$ cat src/rtl/mem_store_buffer.sv
// mem_store_buffer: word-granular store buffer between MEM stage and the
// single-port data memory. Buffers stores in a circular FIFO, drains one per
// idle memory cycle, and forwards the youngest pending value to hitting loads.
// Optional feature macro: STBUF_COALESCE_EN (in-place merge of same-address
// stores into a non-draining entry).
module mem_store_buffer #(
  parameter int unsigned DEPTH = 4,
  parameter int unsigned AW    = 7
) (
  input  logic          clk,
  input  logic          rst,
  input  logic          st_valid,
  input  logic [AW-1:0] st_addr,
  input  logic [31:0]   st_data,
  output logic          st_ready,
  input  logic          ld_valid,
  input  logic [AW-1:0] ld_addr,
  output logic [31:0]   ld_data,
  output logic          ld_hit,
  output logic          empty,
  output logic          dm_we,
  output logic [AW-1:0] dm_addr,
  output logic [31:0]   dm_din,
  input  logic [31:0]   dm_dout
);

  localparam int unsigned PW = $clog2(DEPTH);
  localparam int unsigned CW = $clog2(DEPTH + 1);

  logic [AW-1:0] addr_q [DEPTH];
  logic [AW-1:0] addr_d [DEPTH];
  logic [31:0]   data_q [DEPTH];
  logic [31:0]   data_d [DEPTH];
  logic [PW-1:0] head_q, head_d;
  logic [PW-1:0] tail_q, tail_d;
  logic [CW-1:0] count_q, count_d;

  logic drain_c;
  logic push_c;
  logic match_c;
  logic [PW-1:0] match_idx_c;

  // Memory port arbitration: loads own the port, otherwise drain the head.
  always_comb begin
    drain_c = (count_q != '0) && !ld_valid;
    empty   = (count_q == '0);
    dm_we   = drain_c;
    dm_addr = ld_valid ? ld_addr : addr_q[head_q];
    dm_din  = data_q[head_q];
  end

  // Load forwarding: walk oldest to youngest so the youngest match wins.
  always_comb begin
    ld_hit  = 1'b0;
    ld_data = dm_dout;
    for (int k = 0; k < int'(DEPTH); k++) begin
      if (ld_valid && (CW'(k) < count_q) && (addr_q[head_q + PW'(k)] == ld_addr)) begin
        ld_hit  = 1'b1;
        ld_data = data_q[head_q + PW'(k)];
      end
    end
  end

`ifdef STBUF_COALESCE_EN
  // Coalesce lookup: youngest matching entry, skipping the head if it drains now.
  always_comb begin
    match_c     = 1'b0;
    match_idx_c = '0;
    for (int k = 0; k < int'(DEPTH); k++) begin
      if ((CW'(k) < count_q) && (addr_q[head_q + PW'(k)] == st_addr) &&
          !(drain_c && (k == 0))) begin
        match_c     = 1'b1;
        match_idx_c = head_q + PW'(k);
      end
    end
  end

  // Store acceptance with coalescing: a merge never needs a free slot.
  always_comb begin
    st_ready = !ld_valid && (match_c || (count_q < CW'(DEPTH)) || drain_c);
    push_c   = st_valid && st_ready && !match_c;
  end
`else
  // No coalescing: no lookup needed.
  always_comb begin
    match_c     = 1'b0;
    match_idx_c = '0;
  end

  // Store acceptance: a full buffer still accepts when the head drains this edge.
  always_comb begin
    st_ready = !ld_valid && ((count_q < CW'(DEPTH)) || drain_c);
    push_c   = st_valid && st_ready;
  end
`endif

  // Next-state for FIFO storage, pointers and occupancy.
  always_comb begin
    addr_d  = addr_q;
    data_d  = data_q;
    head_d  = head_q;
    tail_d  = tail_q;
    count_d = count_q;
    if (push_c) begin
      addr_d[tail_q] = st_addr;
      data_d[tail_q] = st_data;
      tail_d         = tail_q + PW'(1);
    end
    if (st_valid && st_ready && match_c) begin
      data_d[match_idx_c] = st_data;
    end
    if (drain_c) begin
      head_d = head_q + PW'(1);
    end
    case ({push_c, drain_c})
      2'b10:   count_d = count_q + CW'(1);
      2'b01:   count_d = count_q - CW'(1);
      default: count_d = count_q;
    endcase
  end

  // Control state: reset discards all pending stores.
  always_ff @(posedge clk or posedge rst) begin
    if (rst) begin
      head_q  <= '0;
      tail_q  <= '0;
      count_q <= '0;
    end else begin
      head_q  <= head_d;
      tail_q  <= tail_d;
      count_q <= count_d;
    end
  end

  // Entry payload storage; validity is tracked by head/count only.
  always_ff @(posedge clk) begin
    addr_q <= addr_d;
    data_q <= data_d;
  end

endmodule
$ cat config.mk
export PLATFORM = sky130hd
export DESIGN_NAME = mem_store_buffer
export DESIGN_NICKNAME = d
export VERILOG_FILES = /design/src/rtl/mem_store_buffer.sv
export SDC_FILE = /design/constraint.sdc
export NUM_CORES = 1
export LEC_CHECK = 0
export CAP_MARGIN = 30
export CORE_MARGIN = 5
export CORE_UTILIZATION = 60
export DETAILED_ROUTE_END_ITERATION = 12
export PLACE_DENSITY_LB_ADDON = 0.12
export SYNTH_ARGS = -nofsm -noshare
export SYNTH_HDL_FRONTEND = slang
export SYNTH_SLANG_ARGS = --single-unit
$ cat constraint.sdc
create_clock -name clk -period 6.2 [get_ports clk]
set_input_delay 0.93 -clock clk [delete_from_list [all_inputs] [get_ports clk]]
set_output_delay 0.93 -clock clk [all_outputs]
set_load 0.01 [all_outputs]
==> run metrics, run 1 <==
run status completed; largest area contributor in the netlist edfxtp_1; hold violation total from the final report 0; CP delay by family, top buffers and inverters; Post-Syn Instances 717; xor and xnor area share after synthesis 0.0244; Post-synth EDFFs 156; # hold bufs at CTS 0; CTS Buf Count 17; core area 0.0181 mm²; global-route wire length before repair 44.6 mm; Yosys cell types 40; # diodes 0; row cnt roughly 50; CP Launch Type flop; Max Cap Viol 0; Via density 7.37; routability-driven placement congestion ratio between 0.8 and 0.9; vias in the first global route 8025; first drt pass iteration count 5; grt ovf 0; Clk pwr share 0.206; CTS resizes 0; Root Driver clkbuf_16; post-synthesis compound-gate area fraction 0.108; wirelength, routed 28.7 mm; ranking of synthesized cells by area edfxtp_1 (42%), mux4_2 (31%), o31ai_2 (3.3%); CTS tree done; die area roughly 0.021 mm²; detailed-route via count 7905; total internal power 0.00358 W; hold crit path type reg2reg; Synth Register Bits 163; placed cells 1040; count of non-filler cells in the finished layout 1072; kind of critical path reg2out; Max Clock Freq around 180 MHz; part of the power in combinational logic 0.503; Worst Setup End Kind output port; critical path, cell by cell buf_4, mux4_2, xor2_1, nor4_1, and2_2, a211oi_1, o31ai_1, clkdlybuf4s50_1; area grow syn2layout 20.6%; I/O pin count ~160; P per Cell Area 404 mW/mm²; post-route setup TNS 0 ps; Worst-Margin Slew 986 ps; ys flop type edfxtp_1; largest family of logic cells by synthesized area multiplexers; Slowest cell on crit path and2_2; Final period util 0.918; post-synthesis simple-gate area fraction 0.0616; Final Net Count 921; antenna violations before repair 1; post-layout min period roughly 5700 ps; H-tree Lvls 4; RSZ-0062 raised after global routing no; WL per Instance 26.7 µm; worst path arrival time 4760 ps; largest net degree at the start of global routing 74; share of layout cells above drive strength 1 0.299; final setup vio count 0; ANT nets after route 0; die width 146 µm; residual DRC count 0; Mapped Avg Cell Area roughly 16 µm²; PortBufs 156; CTS clk-pin slew, worst paths 60 ps; fraction of registers with async set/reset 0.0429; Leak Pwr 4.24 nW; Final Max Tran Viols 0; Worst slew margin 0.343; final HPWL from detailed placement 17.7 mm; Seq/Total Area, Yosys 0.437; Starting DRT DRC Count 771; switching share of power 0.340; worst-skew pair later-pin latency roughly 430 ps; Starting Density 0.615; clock tree buffer depth 2; CTS Sinks between 150 and 200; Die Height 146 µm; Post-CTS Setup Inserts 0; Setup Skew 7.25 ps; Post-Syn Area 0.0111 mm²; VDD IR-drop max 0.296 mV; peak per-stage delay on the critical path 810 ps; area share of fa/ha/maj cells after synthesis 0.0101; synthesis warning total 0; Flop pwr share 0.290; CP max FO 54; Worst Path Required roughly 5300 ps; GR Util All Layers 0.268; P_sw 0.00184 W; top-area cell type share of the netlist area 0.421; post-synthesis mux area share 0.317; post-synthesis net count 808; Critical path buffers and inverters 2
[cell usage after synthesis, drive strengths merged, types with 6 or more instances]
cell type    n
edfxtp     156
ha           9
a21boi      32
a211oi      32
xor2        17
clkbuf      26
inv         10
nor4b       32
o31ai       33
mux4       151
nand2       28
dfrtp        7
a31oi       32
and2         6
o21ai        6
buf         55
nor2        37
mux2i       13
xnor2       14
[cells in the final DEF, fill, tap and decap left out, types with 2 or more instances in the layout]
| master | count |
|---|---|
| and2_2 | 6 |
| a21oi_1 | 3 |
| xor2_1 | 17 |
| nor4_4 | 3 |
| a31oi_1 | 32 |
| edfxtp_1 | 156 |
| dfrtp_1 | 5 |
| nor2_1 | 37 |
| nor4b_1 | 32 |
| ha_1 | 9 |
| clkdlybuf4s50_1 | 156 |
| o31ai_1 | 4 |
| xnor2_1 | 14 |
| o31ai_2 | 29 |
| dfrtp_4 | 2 |
| bufinv_16 | 5 |
| mux4_2 | 151 |
| clkbuf_16 | 17 |
| o21ai_0 | 5 |
| mux2i_1 | 13 |
| a211oi_1 | 22 |
| a21boi_0 | 32 |
| clkbuf_1 | 5 |
| nand2b_1 | 2 |
| a211oi_2 | 10 |
| nand2_1 | 28 |
| buf_4 | 17 |
| nor4_1 | 2 |
| clkinvlp_4 | 3 |
| nor2b_1 | 2 |
| inv_1 | 10 |
[cell type report]
class,count,area (µm²)
Fill cell,1056,4670
Multi-Input combinational cell,463,5860
Tap cell,229,287
Inverter,10,37.5
Clock buffer,22,444
Clock inverter,10,181
Sequential cell,163,4870
Timing Repair Buffer,175,1740
[through the flow]
step	instance area, µm²	setup slack (ps)	utilization	total power [W]	hold slack [ps]
floorplan	11100	2540	-	0.00354	540
global placement	12800	940	0.706	0.00420	572
detailed placement	12800	782	0.707	0.00431	606
CTS	13400	528	0.742	0.00544	622
global route	13400	264	0.742	0.00568	659
finish	13400	511	0.742	0.00542	629
[worst paths after layout]
kind / start / cells past startpoint / to / slack, ps
hold reg to reg: count_q[1] / 2 / count_q[1] / 630
setup / recovery: head_q[1] / 8 / ld_data[31] / 510
min in group asynchronous: rst / 2 / count_q[1] / 770
max in group asynchronous: rst / 2 / head_q[0] / 5170
hold / removal: count_q[1] / 2 / count_q[1] / 630
setup reg to reg: head_q[0] / 4 / head_q[1] / 3950
[worst min-delay path: stages, from the launching register on]
cell     delay, ps
dfrtp_1        440
nand2_1         80
o21ai_0         70
[cells by family (layout without fill, tap and decap cells)]
kind of cell | after synthesis | count (layout)
AO/OA/AOI/OAI | 142 | 142
XOR/XNOR | 31 | 31
adder cells (fa/ha/maj) | 9 | 9
buffers and inverters | 91 | 217
flip-flops | 163 | 163
multiplexers | 164 | 164
AND/OR/NAND/NOR | 117 | 117
[per-layer routing]
metal,track usage,share of wire,vias up
met5,0,0.00042,-
met4,0.0964,0.030,2
met3,0.0586,0.094,69
met2,0.453,0.51,506
met1,0.346,0.36,4059
li1,-,-,3269
[registers in the layout (all words and copies together) (netlist names)]
register / cells
data_q: 128
head_q: 2
addr_q: 28
tail_q: 2
count_q: 3
[power by group through the flow]
| stage | Sequential (W) | Combinational (W) | Clock [W] |
|---|---|---|---|
| 2_1_floorplan | 0.00144 | 0.00210 | 0 |
| 3_3_place_gp | 0.00157 | 0.00263 | 0 |
| 3_5_place_dp | 0.00160 | 0.00271 | 0 |
| 4_1_cts | 0.00157 | 0.00274 | 0.00113 |
| 5_1_grt | 0.00161 | 0.00290 | 0.00117 |
| 6_report | 0.00157 | 0.00273 | 0.00112 |
Note: power is estimated with default switching activity, not from simulation.
==> run 2, diff against run 1 <==
Settings changed: CORE_UTILIZATION 60 to 62, CTS_BUF_LIST set to sky130_fd_sc_hd__clkbuf_4.
==> run metrics, run 2 (synthesis gave the netlist of run 1 again) <==
vias in the first global route 8015 (-0.12%); fill count 1124 (+6.4%); GR Util All Layers 0.283 (+0.0145); hold_ws 591 ps (-37.9 ps); Worst Setup End Kind output port; P per Cell Area 379 mW/mm² (-6.2%); Setup Skew 25.1 ps (+17.9 ps); final setup vio count 0 (unchanged); Final period util 0.920 (+0.00256); hold violation total from the final report 0 (unchanged); worst-skew pair later-pin latency 550 ps (+120 ps); Post-CTS Setup Inserts 0 (unchanged); global-route wire length before repair 44.2 mm (-0.84%); CTS Buf Count 17 (unchanged); kind of critical path reg2out; worst r2r dst head_q[0]; H-tree Lvls 4 (unchanged); ANT nets after route 0 (unchanged); Worst R2R Start head_q[0]; detailed-route via count 7882 (-0.29%); WL per Instance 26.9 µm (+0.74%); residual DRC count 0 (unchanged); run status completed; die area 0.0207 mm² (-3.0%); biggest regs data_q x128, addr_q x28, count_q x3; CTS tree done; # diodes 0 (unchanged); final worst slack 495 ps (-15.9 ps); area grow syn2layout 17.9%; worst slack, placed 745 ps (-37.7 ps); Slowest cell on crit path dfrtp_4; Max Clock Freq 175 MHz (-0.28%); CTS Sinks 163 (unchanged); post-route setup TNS 0 ps (unchanged); grt ovf 0 (unchanged); Final Max Tran Viols 0 (unchanged); routability-driven placement congestion ratio 0.914 (+6.1%); Biggest register data_q; VDD IR-drop max 0.235 mV (-21%); number of flip-flops in the largest register 128 (unchanged); row cnt 49 (unchanged); RSZ-0062 raised after global routing no; R2R Setup Slk 4130 ps (+180 ps); clock tree buffer depth 2 (unchanged); worst path arrival time 4770 ps (about the same); CP max FO 44 (-19%); PortBufs 156 (unchanged); final HPWL from detailed placement 18.0 mm (+1.9%); CTS resizes 0 (unchanged); peak per-stage delay on the critical path 920 ps (+110 ps); I/O pin count 157 (unchanged); Max Cap Viol 0 (unchanged); critical path depth 8 (unchanged); Leak Pwr 4.12 nW (-2.9%); Starting DRT DRC Count 794 (+3.0%); share of layout cells above drive strength 1 0.306 (+0.00721); largest net degree at the start of global routing 75 (+1.4%); Worst slew margin 0.506 (+0.163); Starting Density 0.624 (+0.00846); worst r2r path cells 3 (-1); Via density 7.33 (-0.57%); CP delay by family, top simple AND/OR/NAND/NOR gates; CP Launch Type flop; Root Driver clkbuf_4; Final Net Count 924 (+0.33%); CTS clk-pin slew, worst paths 150 ps (+90 ps); hold crit path type in2async; Worst Path Required 5270 ps (about the same); count of non-filler cells in the finished layout 1075 (+0.28%); die width 144 µm (-1.5%); core area 0.0178 mm² (-1.4%); Critical path buffers and inverters 2 (unchanged); post-layout util 0.735 (-0.00663); Die Height 144 µm (-1.5%); wirelength, routed 29.0 mm (+1.0%); antenna violations before repair 0 (-1); post-layout min period 5700 ps (+15.9 ps); placed cells 1042 (+0.19%); first drt pass iteration count 5 (unchanged); critical path, cell by cell mux4_2, xor2_1, nor4_1, and2_2, buf_4, a211oi_1, o31ai_2, clkdlybuf4s50_1; most frequent cells in the layout edfxtp_1 (156), clkdlybuf4s50_1 (156), mux4_2 (151); # hold bufs at CTS 0 (unchanged); Worst-Margin Slew 740 ps (-245 ps)
==> run 2: changes by cell type in the layout (fill, tap and decap cells not counted), sizes merged <==
cell    change
clkbuf      -3
inv         +1
buf         +3
clkinv      +4
bufinv      -2
==> run 2: final cells by class <==
type | instances | area, µm² | area share
repair buffers | 178 | 1760 | 0.134
multi-input cells | 463 | 5860 | 0.447
flip-flops and latches | 163 | 4870 | 0.371
clock inverters | 13 | 160 | 0.0122
well taps | 229 | 287 | 0.0218
clock buffers | 19 | 143 | 0.0109
inverters | 10 | 37.5 | 0.00286
==> run 2: layer usage <==
metal	routed length (µm)	vias to the layer above	part of all wire	track usage
met5	0	-	0	0
met4	689	0	0.024	0.0956
met3	2960	66	0.10	0.0605
met2	14900	513	0.52	0.476
met1	10400	4022	0.36	0.370
li1	-	3281	-	-
==> run 2: how the worst max path moves through the flow <==
stage                   to       start  slack, ps
2_1_floorplan  ld_data[30]  ld_addr[0]       2540
3_3_place_gp   ld_data[18]    ld_valid        940
3_5_place_dp   ld_data[23]    ld_valid        740
4_1_cts        ld_data[23]   head_q[0]        430
5_1_grt        ld_data[24]   head_q[0]        200
6_report       ld_data[23]   head_q[0]        500
==> run 2: where the power goes <==
group / internal [W] / total, W / switching [W]
logic: 0.00151 / 0.00275 / 0.00124
clock network: 0.000288 / 0.000659 / 0.000371
registers: 0.00135 / 0.00156 / 0.000209
==> run 2: metrics by stage <==
stage	power [W]	instance area, µm²
after detailed placement	0.00430	12800
final	0.00497	13100
after global routing	0.00522	13100
after CTS	0.00497	13100
after floorplan	0.00354	11100
after global placement	0.00422	12800
